===== src/rtl/ssd_scan_driver.sv =====
// ssd_scan_driver
//   Multiplexed seven-segment display driver. It shows a DIGITS-digit value
//   as hex or decimal. Decimal uses a sequential double-dabble converter that
//   handles one bit per cycle. It supports per-digit decimal points,
//   leading-zero blanking and decimal overflow indication (all dashes).
//   A load is captured into shadow registers. The visible digit, blank and
//   dp registers change in a single COMMIT cycle, so a partially converted
//   value is never shown.
// Ports
//   clk       system clock
//   reset     asynchronous active-high reset
//   load      capture request, honoured only while ready=1
//   value     unsigned value to display (BIN_W bits)
//   mode_dec  1 = decimal, 0 = hex
//   blank_lz  1 = blank leading zero digits
//   dp_mask   bit i requests the decimal point of digit i
//   ready     1 = idle, a new load is accepted
//   seg       {g,f,e,d,c,b,a}, active-low
//   an        digit enables, active-low, an[0] = rightmost digit
//   dp        decimal point, active-low
module ssd_scan_driver #(
  parameter  int DIGITS      = 4,
  parameter  int REFRESH_DIV = 100000,
  localparam int BIN_W       = 4 * DIGITS
) (
  input  logic              clk,
  input  logic              reset,
  input  logic              load,
  input  logic [BIN_W-1:0]  value,
  input  logic              mode_dec,
  input  logic              blank_lz,
  input  logic [DIGITS-1:0] dp_mask,
  output logic              ready,
  output logic [6:0]        seg,
  output logic [DIGITS-1:0] an,
  output logic              dp
);

  localparam int IDX_W = (DIGITS > 1) ? $clog2(DIGITS) : 1;
  localparam int CNT_W = $clog2(REFRESH_DIV);
  localparam int BIT_W = $clog2(BIN_W);
  localparam logic [6:0] SEG_OFF  = 7'h7F;
  localparam logic [6:0] SEG_DASH = 7'b0111111;

  function automatic logic [63:0] pow10(input int n);
    logic [63:0] r;
    r = 64'd1;
    for (int i = 0; i < n; i++) r = r * 64'd10;
    return r;
  endfunction

  localparam logic [63:0] DEC_MAX = pow10(DIGITS) - 64'd1;

  function automatic logic [6:0] glyph(input logic [3:0] d);
    case (d)
      4'h0: glyph = 7'b1000000;
      4'h1: glyph = 7'b1111001;
      4'h2: glyph = 7'b0100100;
      4'h3: glyph = 7'b0110000;
      4'h4: glyph = 7'b0011001;
      4'h5: glyph = 7'b0010010;
      4'h6: glyph = 7'b0000010;
      4'h7: glyph = 7'b1111000;
      4'h8: glyph = 7'b0000000;
      4'h9: glyph = 7'b0010000;
      4'hA: glyph = 7'b0001000;
      4'hB: glyph = 7'b0000011;
      4'hC: glyph = 7'b1000110;
      4'hD: glyph = 7'b0100001;
      4'hE: glyph = 7'b0000110;
      default: glyph = 7'b0001110;
    endcase
  endfunction

  // Add-3 correction applied to every BCD nibble before each shift.
  function automatic logic [BIN_W-1:0] dd_adj(input logic [BIN_W-1:0] b);
    logic [BIN_W-1:0] r;
    r = b;
    for (int i = 0; i < DIGITS; i++)
      if (b[4*i +: 4] >= 4'd5) r[4*i +: 4] = b[4*i +: 4] + 4'd3;
    return r;
  endfunction

  // Digits above the most significant nonzero one are blanked; digit 0 never is.
  function automatic logic [DIGITS-1:0] lz_mask(input logic [BIN_W-1:0] d);
    logic [DIGITS-1:0] r;
    logic              seen;
    r    = '0;
    seen = 1'b0;
    for (int i = DIGITS - 1; i >= 1; i--) begin
      if (d[4*i +: 4] != 4'd0) seen = 1'b1;
      r[i] = ~seen;
    end
    return r;
  endfunction

  typedef enum logic [1:0] {IDLE, CONV, COMMIT} state_t;

  state_t            state;
  logic [BIT_W-1:0]  bit_cnt;
  logic [CNT_W-1:0]  ref_cnt;
  logic [IDX_W-1:0]  idx;

  // shadow snapshot and converter working registers (no reset needed)
  logic [BIN_W-1:0]  sh_bin;
  logic [BIN_W-1:0]  bcd;
  logic              sh_dec;
  logic              sh_blz;
  logic              sh_ovf;
  logic [DIGITS-1:0] sh_dp;

  // committed display registers
  logic [BIN_W-1:0]  disp_dig;
  logic [DIGITS-1:0] disp_blank;
  logic [DIGITS-1:0] disp_dp;
  logic              disp_ovf;

  logic [BIN_W-1:0]  commit_dig;
  logic              commit_ovf;
  logic [3:0]        cur_dig;
  logic              cur_blank;
  logic              cur_dp;
  logic [DIGITS-1:0] an_next;
  logic [6:0]        seg_next;

  // Hex loads bypass the converter, so sh_bin still holds the snapshot.
  assign commit_dig = sh_dec ? bcd : sh_bin;
  assign commit_ovf = sh_dec & sh_ovf;

  always_ff @(posedge clk) begin
    if (state == IDLE && load) begin
      sh_bin <= value;
      sh_dec <= mode_dec;
      sh_blz <= blank_lz;
      sh_dp  <= dp_mask;
      sh_ovf <= ({{(64-BIN_W){1'b0}}, value} > DEC_MAX);
      bcd    <= '0;
    end else if (state == CONV) begin
      bcd    <= {dd_adj(bcd)[BIN_W-2:0], sh_bin[BIN_W-1]};
      sh_bin <= sh_bin << 1;
    end
  end

  always_ff @(posedge clk or posedge reset) begin
    if (reset) begin
      state      <= IDLE;
      ready      <= 1'b1;
      bit_cnt    <= '0;
      disp_dig   <= '0;
      disp_blank <= '0;
      disp_dp    <= '0;
      disp_ovf   <= 1'b0;
    end else begin
      case (state)
        IDLE: begin
          if (load) begin
            ready   <= 1'b0;
            bit_cnt <= '0;
            state   <= mode_dec ? CONV : COMMIT;
          end
        end
        CONV: begin
          if (bit_cnt == BIT_W'(BIN_W - 1)) state <= COMMIT;
          else bit_cnt <= bit_cnt + BIT_W'(1);
        end
        COMMIT: begin
          disp_dig   <= commit_dig;
          disp_ovf   <= commit_ovf;
          disp_blank <= (sh_blz && !commit_ovf) ? lz_mask(commit_dig) : '0;
          disp_dp    <= sh_dp;
          ready      <= 1'b1;
          state      <= IDLE;
        end
        default: begin
          ready <= 1'b1;
          state <= IDLE;
        end
      endcase
    end
  end

  always_comb begin
    cur_dig   = 4'd0;
    cur_blank = 1'b0;
    cur_dp    = 1'b0;
    an_next   = '1;
    for (int i = 0; i < DIGITS; i++) begin
      if (idx == IDX_W'(i)) begin
        cur_dig    = disp_dig[4*i +: 4];
        cur_blank  = disp_blank[i];
        cur_dp     = disp_dp[i];
        an_next[i] = 1'b0;
      end
    end
    seg_next = disp_ovf ? SEG_DASH : (cur_blank ? SEG_OFF : glyph(cur_dig));
  end

  // seg/an/dp are all registered from the same index, so they switch together.
  always_ff @(posedge clk or posedge reset) begin
    if (reset) begin
      ref_cnt <= '0;
      idx     <= '0;
      seg     <= SEG_OFF;
      an      <= '1;
      dp      <= 1'b1;
    end else begin
      seg <= seg_next;
      an  <= an_next;
      dp  <= ~cur_dp;
      if (ref_cnt == CNT_W'(REFRESH_DIV - 1)) begin
        ref_cnt <= '0;
        idx     <= (idx == IDX_W'(DIGITS - 1)) ? '0 : idx + IDX_W'(1);
      end else begin
        ref_cnt <= ref_cnt + CNT_W'(1);
      end
    end
  end

endmodule


===== config.mk =====
export PLATFORM = sky130hd
export DESIGN_NAME = ssd_scan_driver
export DESIGN_NICKNAME = d
export VERILOG_FILES = /design/src/rtl/ssd_scan_driver.sv
export SDC_FILE = /design/constraint.sdc
export NUM_CORES = 1
export LEC_CHECK = 0
export BUFFER_PORTS_ARGS = -buffer_cell sky130_fd_sc_hd__buf_2
export CAP_MARGIN = 30
export CORE_MARGIN = 2
export CORE_UTILIZATION = 64
export CTS_CLUSTER_SIZE = 28
export DETAILED_ROUTE_END_ITERATION = 10
export MAX_ROUTING_LAYER = met4
export PLACE_DENSITY = 0.84
export SLEW_MARGIN = 20
export SYNTH_ARGS = -nofsm -noshare
export SYNTH_HDL_FRONTEND = slang
export SYNTH_SLANG_ARGS = --single-unit

===== constraint.sdc =====
create_clock -name clk -period 4.98 [get_ports clk]
set_clock_uncertainty 0.15 [all_clocks]
set_input_delay 0.996 -clock clk [delete_from_list [all_inputs] [get_ports clk]]
set_output_delay 0.996 -clock clk [all_outputs]
set_load 0.02 [all_outputs]

# ---- Word-level counts from Yosys, hierarchy flattened
# Memory sizes are Yosys's and may differ from the RTL's.
# Cells that the tools add are included.
dict set report totals {
  regBits 102
  romBits 112
  wordCells 103
  mem_count 1
}
dict set report op_classes {
  add_sub_neg 7
  n_lt_le_gt_ge 5
  n_eq_ne 10
  muxes 43
  bitwise 6
  n_reduce_logical 13
}
# name words width rd rd_ports_with_merged_regs write_ports line
set memory_table {}
lappend memory_table {{(name not given)} 16 7 1 0 0 55} ;# case (d)
# cell count
set ops {}
lappend ops {{16-bit two-way mux} 3}
lappend ops {{4-bit two-way mux} 10}
lappend ops {{1-bit two-way mux} 19}
lappend ops {{17-bit by 1-bit adder with 17-bit output, second input constant} 1}
lappend ops {{17-bit equality test, second input constant} 1}
lappend ops {{17-bit two-way mux} 1}
lappend ops {{4-bit by 3-bit >= comparator with 1-bit output, second input constant} 4}
lappend ops {{16-bit by 14-bit > comparator with 1-bit output, second input constant} 1}
lappend ops {{7-bit two-way mux} 2}
lappend ops {{4-bit by 2-bit adder with 4-bit output, second input constant} 3}
lappend ops {{4-bit nonzero test} 3}
lappend ops {{2-bit two-way mux} 4}
lappend ops {{4-bit case mux with 2 select lines} 1}
lappend ops {{2-bit equality test, second input constant} 3}
lappend ops {{1-bit NOT} 5}
lappend ops {{4-bit by 1-bit adder with 4-bit output, second input constant} 1}
lappend ops {{2-bit by 1-bit equality test with 1-bit output, second input constant} 2}
lappend ops {{4-bit equality test, second input constant} 1}
lappend ops {{2-bit logical NOT} 2}
lappend ops {{2-bit inequality test, second input constant} 2}
lappend ops {{2-bit case mux with 2 select lines} 1}
lappend ops {{2-bit AND reduction} 2}
lappend ops {{2-bit nonzero test} 2}
lappend ops {{3-bit by 2-bit adder with 3-bit output, second input constant} 1}
lappend ops {{other kinds (8)} 9}

# ---- Longest topological paths before layout
# Gate-level depths: netlist of run 1.
dict set report logic_depth {
  ltp_word 10
  depth_mapped 10
  ltp_nobuf 9
}

# ---- Worst setup path before layout of run 1
# OpenSTA, ideal clock, no wires.
dict set report synth_timing {
  path_type {in2reg}
  start {in load}
  end {reg sh_bin[13], data pin}
  setup_time_ns 0.260
  arrival_time_ns 1.963
  path_slack_ns 2.607
  cell_stages 3
  path_buffers 1
  path_cell_list {nor3b_2 -> buf_2 -> mux2_2}
}
dict set report synth_between {
  elab_chain_cells 2
}
# element line
set synth_lines {}
lappend synth_lines {{from (decl)} 28} ;# input logic load,
lappend synth_lines {{1-bit logical AND} 131} ;# if (state == IDLE && load) begin
lappend synth_lines {{16-bit two-way mux} 131}
lappend synth_lines {{to (signal assigned)} 132} ;# sh_bin <= value;
lappend synth_lines {{to (signal assigned)} 140} ;# sh_bin <= sh_bin << 1;
lappend synth_lines {{to (decl)} 105} ;# logic [BIN_W-1:0] sh_bin;
# No other way between the ends.
# A chain may end at the register's enable or synchronous reset.

# ---- Final worst setup path of run 1
dict set report layout_timing {
  start {reg idx[0]}
  end {reg seg[3]}
}
dict set report layout_between {
  elab_chain_cells 8
}
# element line
set layout_lines {}
lappend layout_lines {{from (decl)} 102} ;# logic [IDX_W-1:0] idx;
lappend layout_lines {{from (signal assigned)} 212} ;# idx <= (idx == IDX_W'(DIGITS - 1)) ? '0 : idx + IDX_W'(1);
lappend layout_lines {{2-bit logical NOT} 188} ;# if (idx == IDX_W'(i)) begin
lappend layout_lines {{4-bit two-way mux (4 in a row)} 188}
lappend layout_lines {{memory 16 x 7 bit} n/a}
lappend layout_lines {{7-bit two-way mux (*) (2 in a row)} 195} ;# seg_next = disp_ovf ? SEG_DASH : (cur_blank ? SEG_OFF : glyph(cur_dig));
lappend layout_lines {{net seg_next[3]} 124} ;# logic [6:0] seg_next;
lappend layout_lines {{to (signal assigned)} 207} ;# seg <= seg_next;
lappend layout_lines {{to (decl)} 34} ;# output logic [6:0] seg,
# Mark *: on every way through the listed nets, which the timed path passes. The rest lies on a longest branch.

==> qor.yml, run 1 <==
sta:
  hold_viol_final: 0
  post-route-worst-setup-slack_ns: 2.217
  fmaxAchievable_mhz: 362.0
  fin_crit_sh: 0.5548
  slew_headroom: 0.4015
  grt_setup_unrepaired: "false"
  finalMaxSlewViolations: 0
  finalCriticalPeriod_ns: 2.763
  timing.hold.ws_ns: 0.2916
  slew_at_the_pin_with_the_worst_max_slew_slack_ns: 0.8968
  final-setup-viol-count: 0
  setup-tns-final_ns: 0
worst_setup_path:
  worstPathArrival_ns: 2.90
  critical_path_required_ns: 5.11
  crit_end_category: "flip-flop"
  timing.setup.critical_path_class: "flip-flop to flip-flop"
  cp_max_fo: 12
  setup.reg_to_reg.worst_slack_ns: 2.22
  setup.worst_path.start_class: "flip-flop"
  rr_startpoint: "idx[0]"
  worstReg2RegEnd: "seg[3]"
  worst-r2r-cell-count: 9
power_and_ir_drop:
  p_int_uw: 1735
  power.share.clock: 0.174
  worst_ir_drop_vdd_uv: 299.4
  power_switching_share: 0.3732
  power.net_switching_uw: 1033
  final_power_uw: 2768
  p_per_area_nw_per_um2: 512.9
  combinationalPowerShare: 0.329
  seq_power_share: 0.496
  power_leakage_uw: 0.002272
detailed_routing:
  first_pass_iters: 4
  vias: 3463
  drt_wl_total_mm: 9.512
  drt-wirelength-per-cell_um: 15.91
  drtAntennaViolNets: 0
  iteration_0_drc_markers: 113
  routed_via_density: 5.791
  residual_drc: 0
logic_synthesis:
  most_common_flop_cell_mapped_by_yosys: "dfrtp_1"
  synth_sequential_area_ratio: 0.5224
  synthArstFlopShare: 0.6139
  synth.avg_cell_area_um2: 10.80
  number_of_enable_flip_flop_cells_after_synthesis: 23
  synth_area_um2: 4936
  syn-num-nets: 502
  yosys_warnings: 0
  synth-seq-cells: 101
  netlist_instances: 457
  synth.lib_cells_used.distinct: 53
clock_tree:
  cts_resized: 0
  cts_setup_buffers: 0
  ctsRootBufferMaster: "clkbuf_8"
  tritoncts: "built"
  clock_tree.buffer_depth: 2
  cts-hold-fix-buffers: 0
  clkSlewWorstSetupHoldPaths_ns: 0.10
  clock_latency_ns: 0.37
  tritoncts.num_buffers: 9
  cts_htree_levels: 3
  clock_sinks: 101
min_path:
  worstHoldPathType: "flip-flop to flip-flop"
  whs_endpoint: "seg[6]"
  timing.hold.worst_path_depth: 1
  timing.hold.worst.start: "disp_ovf"
finish:
  synthToLayoutAreaGrowth_pct: 9.328
  final_net_count: 536
  drive_gt1_frac: 0.1855
  antenna_cells_inserted: 0
floorplanning:
  core_region_area_um2: 7607
  initial_core_util: 0.6488
  fp.dieW_um: 91.82
  die_height_um: 91.82
  die_area_um2: 8431
  std_cell_rows: 32
  io-pin-count: 38
run_status:
  outcome: "complete, no violations"
placement:
  detailedPlacementHpwl_mm: 6.864
  dpl_worst_slack_ns: 2.004
  place.gp.congestion: 0.8560
  numPortBuffers: 37
global_route:
  first_global_vias: 3345
  antenna_found_initial: 0
  grt-ovfl-total: 0
  global_route_wire_length_before_repair_mm: 16.06
  grt_max_degree: 42
  global_route.usage.total: 0.2496
job:
  timing.max_cap.violations: 0
[state kept, by name, indices dropped and copies added, names as in the netlist]
| register | cells |
|---|---|
| bit_cnt | 4 |
| state | 2 |
| sh_dp | 4 |
| an | 4 |
| sh_blz | 1 |
| disp_ovf | 1 |
| disp_dig | 16 |
| bcd | 16 |
| sh_bin | 16 |
| seg | 7 |
| sh_ovf | 1 |
| sh_dec | 1 |
| ref_cnt | 17 |
| disp_dp | 4 |
| disp_blank | 3 |
| idx | 2 |
| ready | 1 |
| dp | 1 |
[worst max-delay path by stage]
| stage | start | end | slack [ns] | cells past startpoint |
|---|---|---|---|---|
| finish | idx[0] | seg[3] | 2.22 | 9 |
| global route | idx[0] | seg[3] | 2.03 | 9 |
| detailed placement | load | sh_bin[4] | 2.00 | 4 |
| global placement | load | sh_bin[8] | 2.08 | 4 |
| CTS | idx[0] | seg[3] | 2.23 | 9 |
| floorplan | reset | bit_cnt[0] | 2.31 | 1 |
[worst max-delay path, stage by stage (launching register included)]
cell      delay, ns
dfrtp_1        0.43
inv_1          0.12
ha_1           0.45
a211oi_1       0.12
a221oi_2       0.49
inv_1          0.19
ha_1           0.34
o21ai_1        0.15
a21oi_1        0.06
o21ai_1        0.19
[cells in the final DEF (no fill, tap or decap), drive strengths merged, types with 4 or more instances in the layout]
cell / Yosys / layout
nor4: 5 / 5
nor2: 31 / 31
dfrtp: 49 / 49
o22ai: 6 / 6
xnor2: 12 / 12
mux2: 20 / 20
dfstp: 13 / 13
nand3b: 6 / 6
clkbuf: 7 / 9
edfxtp: 23 / 23
inv: 23 / 27
nand4: 7 / 7
xor2: 8 / 8
mux2i: 20 / 20
nor2b: 4 / 4
a21oi: 22 / 22
buf: 12 / 42
dfxtp: 16 / 16
nand3: 14 / 14
nand2: 43 / 43
ha: 20 / 20
and3: 4 / 4
nand2b: 8 / 8
nor3b: 5 / 5
a211oi: 6 / 6
o21ai: 40 / 40
[Yosys cell counts, drive strengths merged (12+ instances only)]
master	number	area [um2]
mux2	20	225.2
xnor2	12	105.1
mux2i	20	200.2
nand2	43	161.4
ha	20	250.2
nor2	31	116.4
a21oi	22	110.1
dfstp	13	341.6
edfxtp	23	690.7
buf	12	65.06
dfrtp	49	1226
o21ai	40	200.2
nand3	14	70.07
dfxtp	16	320.3
inv	23	86.34
[cell type report]
cell class,instances,area [um2]
clock buffer,9,123.9
clock inverter,7,55.05
fill,566,2211
inverter,23,86.33
multi-input combinational,314,2186
sequential,101,2579
tap,102,127.6
timing repair buffer,42,239.0
[per-stage QoR]
stage | area (um2) | std cells | utilization
4_1_cts | 5365 | 596 | 0.7053
3_3_place_gp | 5186 | 580 | 0.6817
6_report | 5396 | 598 | 0.7094
2_1_floorplan | 4936 | 457 | -
3_5_place_dp | 5186 | 580 | 0.6817
5_1_grt | 5396 | 598 | 0.7094
[power groups by stage]
| stage | clock network (uW) | logic, uW | registers (uW) |
|---|---|---|---|
| after floorplan | 0 | 669 | 1350 |
| after global placement | 0 | 848 | 1380 |
| after detailed placement | 0 | 896 | 1390 |
| after CTS | 494 | 899 | 1370 |
| after global routing | 523 | 1030 | 1410 |
| final | 483 | 911 | 1370 |
[per-layer routing]
| layer | global-route usage | share of wire |
|---|---|---|
| met2 | 0.4063 | 0.49 |
| met5 | - | 0 |
| met3 | 0.04191 | 0.028 |
| met4 | 0.07711 | 0.014 |
| met1 | 0.3248 | 0.47 |
[kinds of logic after synthesis]
group	count (synthesis)	share of synthesized area
AOI/OAI and AO/OA	95	0.1235
xor gates and xnor gates	20	0.03549
adders and majority gates	20	0.05070
buffers and inverters	42	0.03600
DFF	101	0.5224
muxes	40	0.08619
and+or+nand+nor	139	0.1458
Note: power is estimated with default switching activity, not from simulation.
==> run 2, diff against run 1 <==
--- a/config.mk
+++ b/config.mk
@@ -8,11 +8,11 @@
 export BUFFER_PORTS_ARGS = -buffer_cell sky130_fd_sc_hd__buf_2
 export CAP_MARGIN = 30
 export CORE_MARGIN = 2
-export CORE_UTILIZATION = 64
+export CORE_UTILIZATION = 54
 export CTS_CLUSTER_SIZE = 28
 export DETAILED_ROUTE_END_ITERATION = 10
 export MAX_ROUTING_LAYER = met4
-export PLACE_DENSITY = 0.84
+export PLACE_DENSITY = 0.76
 export SLEW_MARGIN = 20
 export SYNTH_ARGS = -nofsm -noshare
 export SYNTH_HDL_FRONTEND = slang
==> constraint.sdc (replaced) <==
create_clock -name clk -period 2.4 [get_ports clk]
set_clock_uncertainty 0.15 [all_clocks]
set_input_delay 0.48 -clock clk [delete_from_list [all_inputs] [get_ports clk]]
set_output_delay 0.48 -clock clk [all_outputs]
set_load 0.02 [all_outputs]
==> run 2 against run 1 <==
  * Total power up 120%
  * Combinational power up 110%
  * Worst setup slack worse by 2.0 ns
  * Critical endpoint unchanged
  * Largest cell class unchanged
  * Largest power group unchanged
  * Highest routed layer unchanged
==> qor.yml, run 2 (synthesis results as in run 1) <==
global_route:
  grt-ovfl-total: 0  # unchanged
  global_route_wire_length_before_repair_mm: 16.95  # was 16.06 mm
  first_global_vias: 3480  # was 3,345
  grt_max_degree: 38  # was 42
  global_route.usage.total: 0.2235  # was 0.2496
  antenna_found_initial: 0  # unchanged
power_and_ir_drop:
  p_per_area_nw_per_um2: 1092  # was 512.9 nW/um2
  combinationalPowerShare: 0.317  # was 0.329
  final_power_uw: 6066  # was 2768 uW
  power.net_switching_uw: 2136  # was 1033 uW
  seq_power_share: 0.473  # was 0.496
  p_int_uw: 3930  # was 1735 uW
  power_leakage_uw: 0.002354  # was 0.002272 uW
  power_switching_share: 0.3522  # was 0.3732
  power.share.clock: 0.210  # was 0.174
  worst_ir_drop_vdd_uv: 528.2  # was 299.4 uV
floorplanning:
  die_height_um: 99.61  # was 91.82 um
  core_region_area_um2: 8806  # was 7607 um2
  fp.dieW_um: 99.61  # was 91.82 um
  die_area_um2: 9921  # was 8431 um2
  io-pin-count: 38  # unchanged
  initial_core_util: 0.5605  # was 0.6488
  std_cell_rows: 34  # was 32
sta:
  slew_at_the_pin_with_the_worst_max_slew_slack_ns: 0.6189  # was 0.8968 ns
  fin_crit_sh: 0.9077  # was 0.5548
  finalMaxSlewViolations: 0  # unchanged
  final-setup-viol-count: 0  # unchanged
  finalCriticalPeriod_ns: 2.178  # was 2.763 ns
  hold_viol_final: 0  # unchanged
  fmaxAchievable_mhz: 459.1  # was 362.0 MHz
  grt_setup_unrepaired: "false"  # unchanged
  setup-tns-final_ns: 0  # unchanged
  slew_headroom: 0.5868  # was 0.4015
clock_tree:
  clock_tree.buffer_depth: 2  # unchanged
  tritoncts: "built"  # unchanged
  clock_latency_ns: 0.38  # was 0.37 ns
  ctsRootBufferMaster: "clkbuf_8"  # unchanged
  clkSlewWorstSetupHoldPaths_ns: 0.10  # about the same
  tritoncts.num_buffers: 9  # unchanged
  cts_htree_levels: 3  # unchanged
  clock_sinks: 101  # unchanged
run_status:
  outcome: "complete, no violations"  # unchanged
worst_setup_path:
  worstPathArrival_ns: 2.33  # was 2.90 ns
  crit_end_category: "flip-flop"  # unchanged
  setup.worst_path.start_class: "flip-flop"  # unchanged
  cp_max_fo: 4  # was 12
  timing.setup.critical_path_class: "flip-flop to flip-flop"  # unchanged
  critical_path_required_ns: 2.56  # was 5.11 ns
finish:
  synthToLayoutAreaGrowth_pct: 12.57  # was 9.328%
  nFillCells: 697  # was 566
  final_common_cell: "dfrtp_1"  # unchanged
  final_area_um2: 5557  # was 5396 um2
  seq_area_um2: 2579  # unchanged
  finish.utilization: 0.6310  # was 0.7094
  final_net_count: 545  # was 536
  top_register: "ref_cnt"  # unchanged
  mostFrequentLayoutCells: "dfrtp_1 (49), nand2_1 (43), buf_2 (37), nor2_1 (31), o21ai_0 (29)"  # unchanged
  largest_reg_flops: 17  # unchanged
  multi_input_comb_area_um2: 2195  # was 2186 um2
  drive_gt1_frac: 0.2059  # was 0.1855
  antenna_cells_inserted: 0  # unchanged
detailed_routing:
  iteration_0_drc_markers: 189  # was 113
  first_pass_iters: 5  # was 4
  drt_wl_total_mm: 9.839  # was 9.512 mm
  drtAntennaViolNets: 0  # unchanged
  drt-wirelength-per-cell_um: 16.05  # was 15.91 um
  residual_drc: 0  # unchanged
  vias: 3508  # was 3,463
  routed_via_density: 5.723  # was 5.791
placement:
  numPortBuffers: 37  # unchanged
  detailedPlacementHpwl_mm: 7.266  # was 6.864 mm
  place_area_um2: 5301  # was 5186 um2
  place.gp.congestion: 0.8499  # was 0.8560
job:
  timing.max_cap.violations: 0  # unchanged
min_path:
  worstHoldPathType: "input pin to asynchronous set/reset pin"  # was flip-flop to flip-flop
-- run 2: changes by cell type in the layout (fill, tap and decap cells not counted), sizes merged --
cell	delta
clkinvlp	-2
clkbuf	+4
buf	+9
bufinv	+1
inv	-3
-- run 2: final timing paths --
check	startpoint	to	slack, ns	cells past startpoint
worst min-delay path	reset	ref_cnt[0]	0.02	2
worst min register to register	disp_dp[3]	dp	0.27	1
max in group asynchronous	reset	ref_cnt[14]	1.50	3
min in group clk	dp_mask[2]	sh_dp[2]	0.13	1
worst max register to register	idx[0]	seg[3]	0.22	9
worst max-delay path	idx[0]	seg[3]	0.22	9
-- run 2: layout make-up --
type                            count  area share
Tap cell                          108     0.02432
Multi-Input combinational cell    314      0.3950
Clock inverter                      3    0.007881
Sequential cell                   101      0.4641
Timing Repair Buffer               51     0.05674
Clock buffer                       13     0.03648
Inverter                           23     0.01554
-- run 2: worst max-delay path: stages, from the launching register on --
cell and delay, ns:
dfrtp_1 0.43, inv_1 0.12, ha_2 0.25, nand3b_1 0.12, a221oi_2 0.27, inv_1 0.12
ha_1 0.32, o21ai_1 0.15, a21oi_1 0.05, o21ai_1 0.14
-- run 2: timing repair --
action                                  CTS  global route
endpoints found under the setup margin    0             2
gates resized for setup                   0             4
setup buffers                             0             0
hold buffers                              0             0
-- run 2: routing by layer --
| layer | vias up | part of all wire | track usage |
|---|---|---|---|
| li1 | 1712 | - | - |
| met1 | 1715 | 0.44 | 0.2882 |
| met5 | - | 0 | - |
| met4 | 0 | 0.021 | 0.07692 |
| met3 | 18 | 0.032 | 0.03373 |
| met2 | 63 | 0.50 | 0.3633 |
-- run 2: metrics by stage --
stage / std cells / hold slack (ns) / setup slack (ns)
after floorplan: 457 / 0.2345 / 0.1313
after global placement: 597 / 0.2696 / 0.2752
after detailed placement: 597 / 0.2632 / 0.1957
after CTS: 613 / 0.03068 / 0.1511
after global routing: 613 / 0.06334 / 0.02695
final: 613 / 0.02061 / 0.2216
-- run 2: power by group through the flow --
| stage | Clock (uW) | Sequential [uW] | Combinational [uW] |
|---|---|---|---|
| 2_1_floorplan | 0 | 2800 | 1390 |
| 3_3_place_gp | 0 | 2870 | 1850 |
| 3_5_place_dp | 0 | 2900 | 1920 |
| 4_1_cts | 1290 | 2860 | 1930 |
| 5_1_grt | 1370 | 2940 | 2180 |
| 6_report | 1270 | 2870 | 1920 |
==> run 3, diff against run 2 <==
--- a/config.mk
+++ b/config.mk
@@ -7,7 +7,6 @@
 export LEC_CHECK = 0
 export BUFFER_PORTS_ARGS = -buffer_cell sky130_fd_sc_hd__buf_2
 export CAP_MARGIN = 30
-export CORE_MARGIN = 2
 export CORE_UTILIZATION = 54
 export CTS_CLUSTER_SIZE = 28
 export DETAILED_ROUTE_END_ITERATION = 10
==> run 3 against run 2 <==
  * The flow now finishes with violations (design-rule violations)
  * Flip-flop and latch count did not move
  * Worst setup slack lost 0.043 ns
  * Combinational power is essentially flat
  * Sequential share of layout area hardly changed
  * Clock-buffer cell count fell by 2
  * Routed wire length hardly changed
  * First-iteration DRC count decreased by 12%
  * Global-route usage increased by 0.18 points
  * Non-clock buffer count rose by 2
  * Register-to-register slack worse by 0.04 ns
  * Critical path type unchanged
  * Largest power group unchanged
  * Highest routed layer unchanged
==> qor.yml, run 3 (synthesis results as in run 1) <==
finish:
  mostFrequentLayoutCells: "dfrtp_1 (49), nand2_1 (43), buf_2 (37), nor2_1 (31), o21ai_0 (29)"  # unchanged
  finish.utilization: 0.6304  # was 0.6310
  largest_reg_flops: 17  # unchanged
  top_register: "ref_cnt"  # unchanged
  antenna_cells_inserted: 0  # unchanged
  drive_gt1_frac: 0.2071  # was 0.2059
  synthToLayoutAreaGrowth_pct: 12.47  # was 12.57%
  final_common_cell: "dfrtp_1"  # unchanged
  final_net_count: 547  # was 545
clock_tree:
  ctsRootBufferMaster: "clkbuf_8"  # unchanged
  clkSlewWorstSetupHoldPaths_ns: 0.10  # about the same
  tritoncts.num_buffers: 9  # unchanged
  cts_htree_levels: 3  # unchanged
  clock_sinks: 101  # unchanged
  clock_tree.buffer_depth: 2  # unchanged
  clock_latency_ns: 0.37  # was 0.38 ns
  tritoncts: "built"  # unchanged
detailed_routing:
  iteration_0_drc_markers: 166  # was 189
  residual_drc: 4  # was 0
  routed_via_density: 5.696  # was 5.723
  first_pass_iters: 7  # was 5
  drt-wirelength-per-cell_um: 16.01  # was 16.05 um
  vias: 3503  # was 3,508
  drt_wl_total_mm: 9.847  # was 9.839 mm
  drtAntennaViolNets: 0  # unchanged
sta:
  hold_viol_final: 0  # unchanged
  post-route-worst-setup-slack_ns: 0.1788  # was 0.2216 ns
  slew_at_the_pin_with_the_worst_max_slew_slack_ns: 0.6013  # was 0.6189 ns
  finalCriticalPeriod_ns: 2.221  # was 2.178 ns
  grt_setup_unrepaired: "false"  # unchanged
  fin_crit_sh: 0.9255  # was 0.9077
  timing.hold.ws_ns: 0.1427  # was 0.02061 ns
  final-setup-viol-count: 0  # unchanged
  finalMaxSlewViolations: 0  # unchanged
  fmaxAchievable_mhz: 450.2  # was 459.1 MHz
  setup-tns-final_ns: 0  # unchanged
  slew_headroom: 0.5991  # was 0.5868
worst_setup_path:
  critical_path.slowest_cell: "dfrtp_1"  # unchanged
  timing.setup.critical_path_class: "flip-flop to flip-flop"  # unchanged
  cp.buffers_inverters: 1  # was 2
  critical-path-max-stage-delay_ns: 0.44  # was 0.43 ns
  crit_end_category: "flip-flop"  # unchanged
  setup.worst_path.start_class: "flip-flop"  # unchanged
  worstPathArrival_ns: 2.36  # was 2.33 ns
  critical_path_required_ns: 2.54  # was 2.56 ns
  cp_max_fo: 6  # was 4
  crit_path_cell_trace: "ha_1 > nand3b_1 > a221oi_2 > inv_1 > ha_1 > o21ai_1 > a21oi_1 > o21ai_1"  # was inv_1 > ha_2 > nand3b_1 > a221oi_2 > inv_1 > ha_1 > o21ai_1 > a21oi_1 > o21ai_1
  critical-path-top-delay-family: "compound AO/OA/AOI/OAI gates"  # unchanged
placement:
  dpl_worst_slack_ns: 0.1373  # was 0.1957 ns
  place.gp.congestion: 0.8760  # was 0.8499
  numPortBuffers: 37  # unchanged
  detailedPlacementHpwl_mm: 7.139  # was 7.266 mm
global_route:
  global_route_wire_length_before_repair_mm: 16.71  # was 16.95 mm
  global_route.usage.total: 0.2253  # was 0.2235
  first_global_vias: 3535  # was 3,480
  antenna_found_initial: 0  # unchanged
  grt-ovfl-total: 0  # unchanged
  grt_max_degree: 38  # unchanged
floorplanning:
  die_height_um: 97.61  # was 99.61 um
  die_area_um2: 9527  # was 9921 um2
  core_region_area_um2: 8806  # unchanged
  io-pin-count: 38  # unchanged
  fp.dieW_um: 97.61  # was 99.61 um
  std_cell_rows: 34  # unchanged
  initial_core_util: 0.5605  # unchanged
min_path:
  worstHoldPathType: "input pin to flip-flop"  # was input pin to asynchronous set/reset pin
power_and_ir_drop:
  power_leakage_uw: 0.002353  # was 0.002354 uW
  worst_ir_drop_vdd_uv: 636.8  # was 528.2 uV
  p_per_area_nw_per_um2: 1073  # was 1092 nW/um2
run_status:
  outcome: "finished, violations left"  # was complete, no violations
  failed_checks: "design-rule violations"
job:
  timing.max_cap.violations: 0  # unchanged
[run 3: layer usage]
layer	GRT usage	routed length (um)
met5	-	0
met4	0.07226	175
met3	0.03813	321
met2	0.3726	4894
met1	0.2829	4456
[run 3: through the flow]
stage	cells	area [um2]	total power (uW)
2_1_floorplan	457	4936	4189
6_report	615	5552	5958
3_5_place_dp	597	5301	4798
5_1_grt	615	5552	6348
3_3_place_gp	597	5301	4710
4_1_cts	614	5528	5972
[run 3: path summary, 6_finish.rpt]
kind | start | endpoint | slack (ns) | depth (start not counted)
max | idx[0] | seg[3] | 0.18 | 8
min | blank_lz | sh_blz | 0.14 | 1
max reg2reg | idx[0] | seg[3] | 0.18 | 8
min reg2reg | disp_dp[3] | dp | 0.28 | 1
max in group asynchronous | reset | seg[0] | 0.92 | 4
min in group asynchronous | reset | bit_cnt[2] | 0.52 | 3
[run 3: power by group]
| group | switching (uW) | total [uW] | internal (uW) |
|---|---|---|---|
| logic | 1090 | 1930 | 841 |
| clock network | 607 | 1160 | 555 |
| registers | 452 | 2870 | 2420 |
| total | 2150 | 5960 | 3810 |
[run 3: area by class of cell]
type / count / area (um2)
tap: 108 / 135.1
timing repair buffer: 53 / 332.8
sequential: 101 / 2579
clock buffer: 11 / 151.4
multi-input combinational: 314 / 2202
fill: 729 / 3254
inverter: 23 / 86.33
clock inverter: 5 / 65.06
[run 3: repair_timing]
item                       in CTS  in global routing
gates resized for setup         0                  5
buffers inserted                0                  1
hold buffers                    1                  0
hold endpoints to repair       18                  0
setup endpoints to repair       0                  4
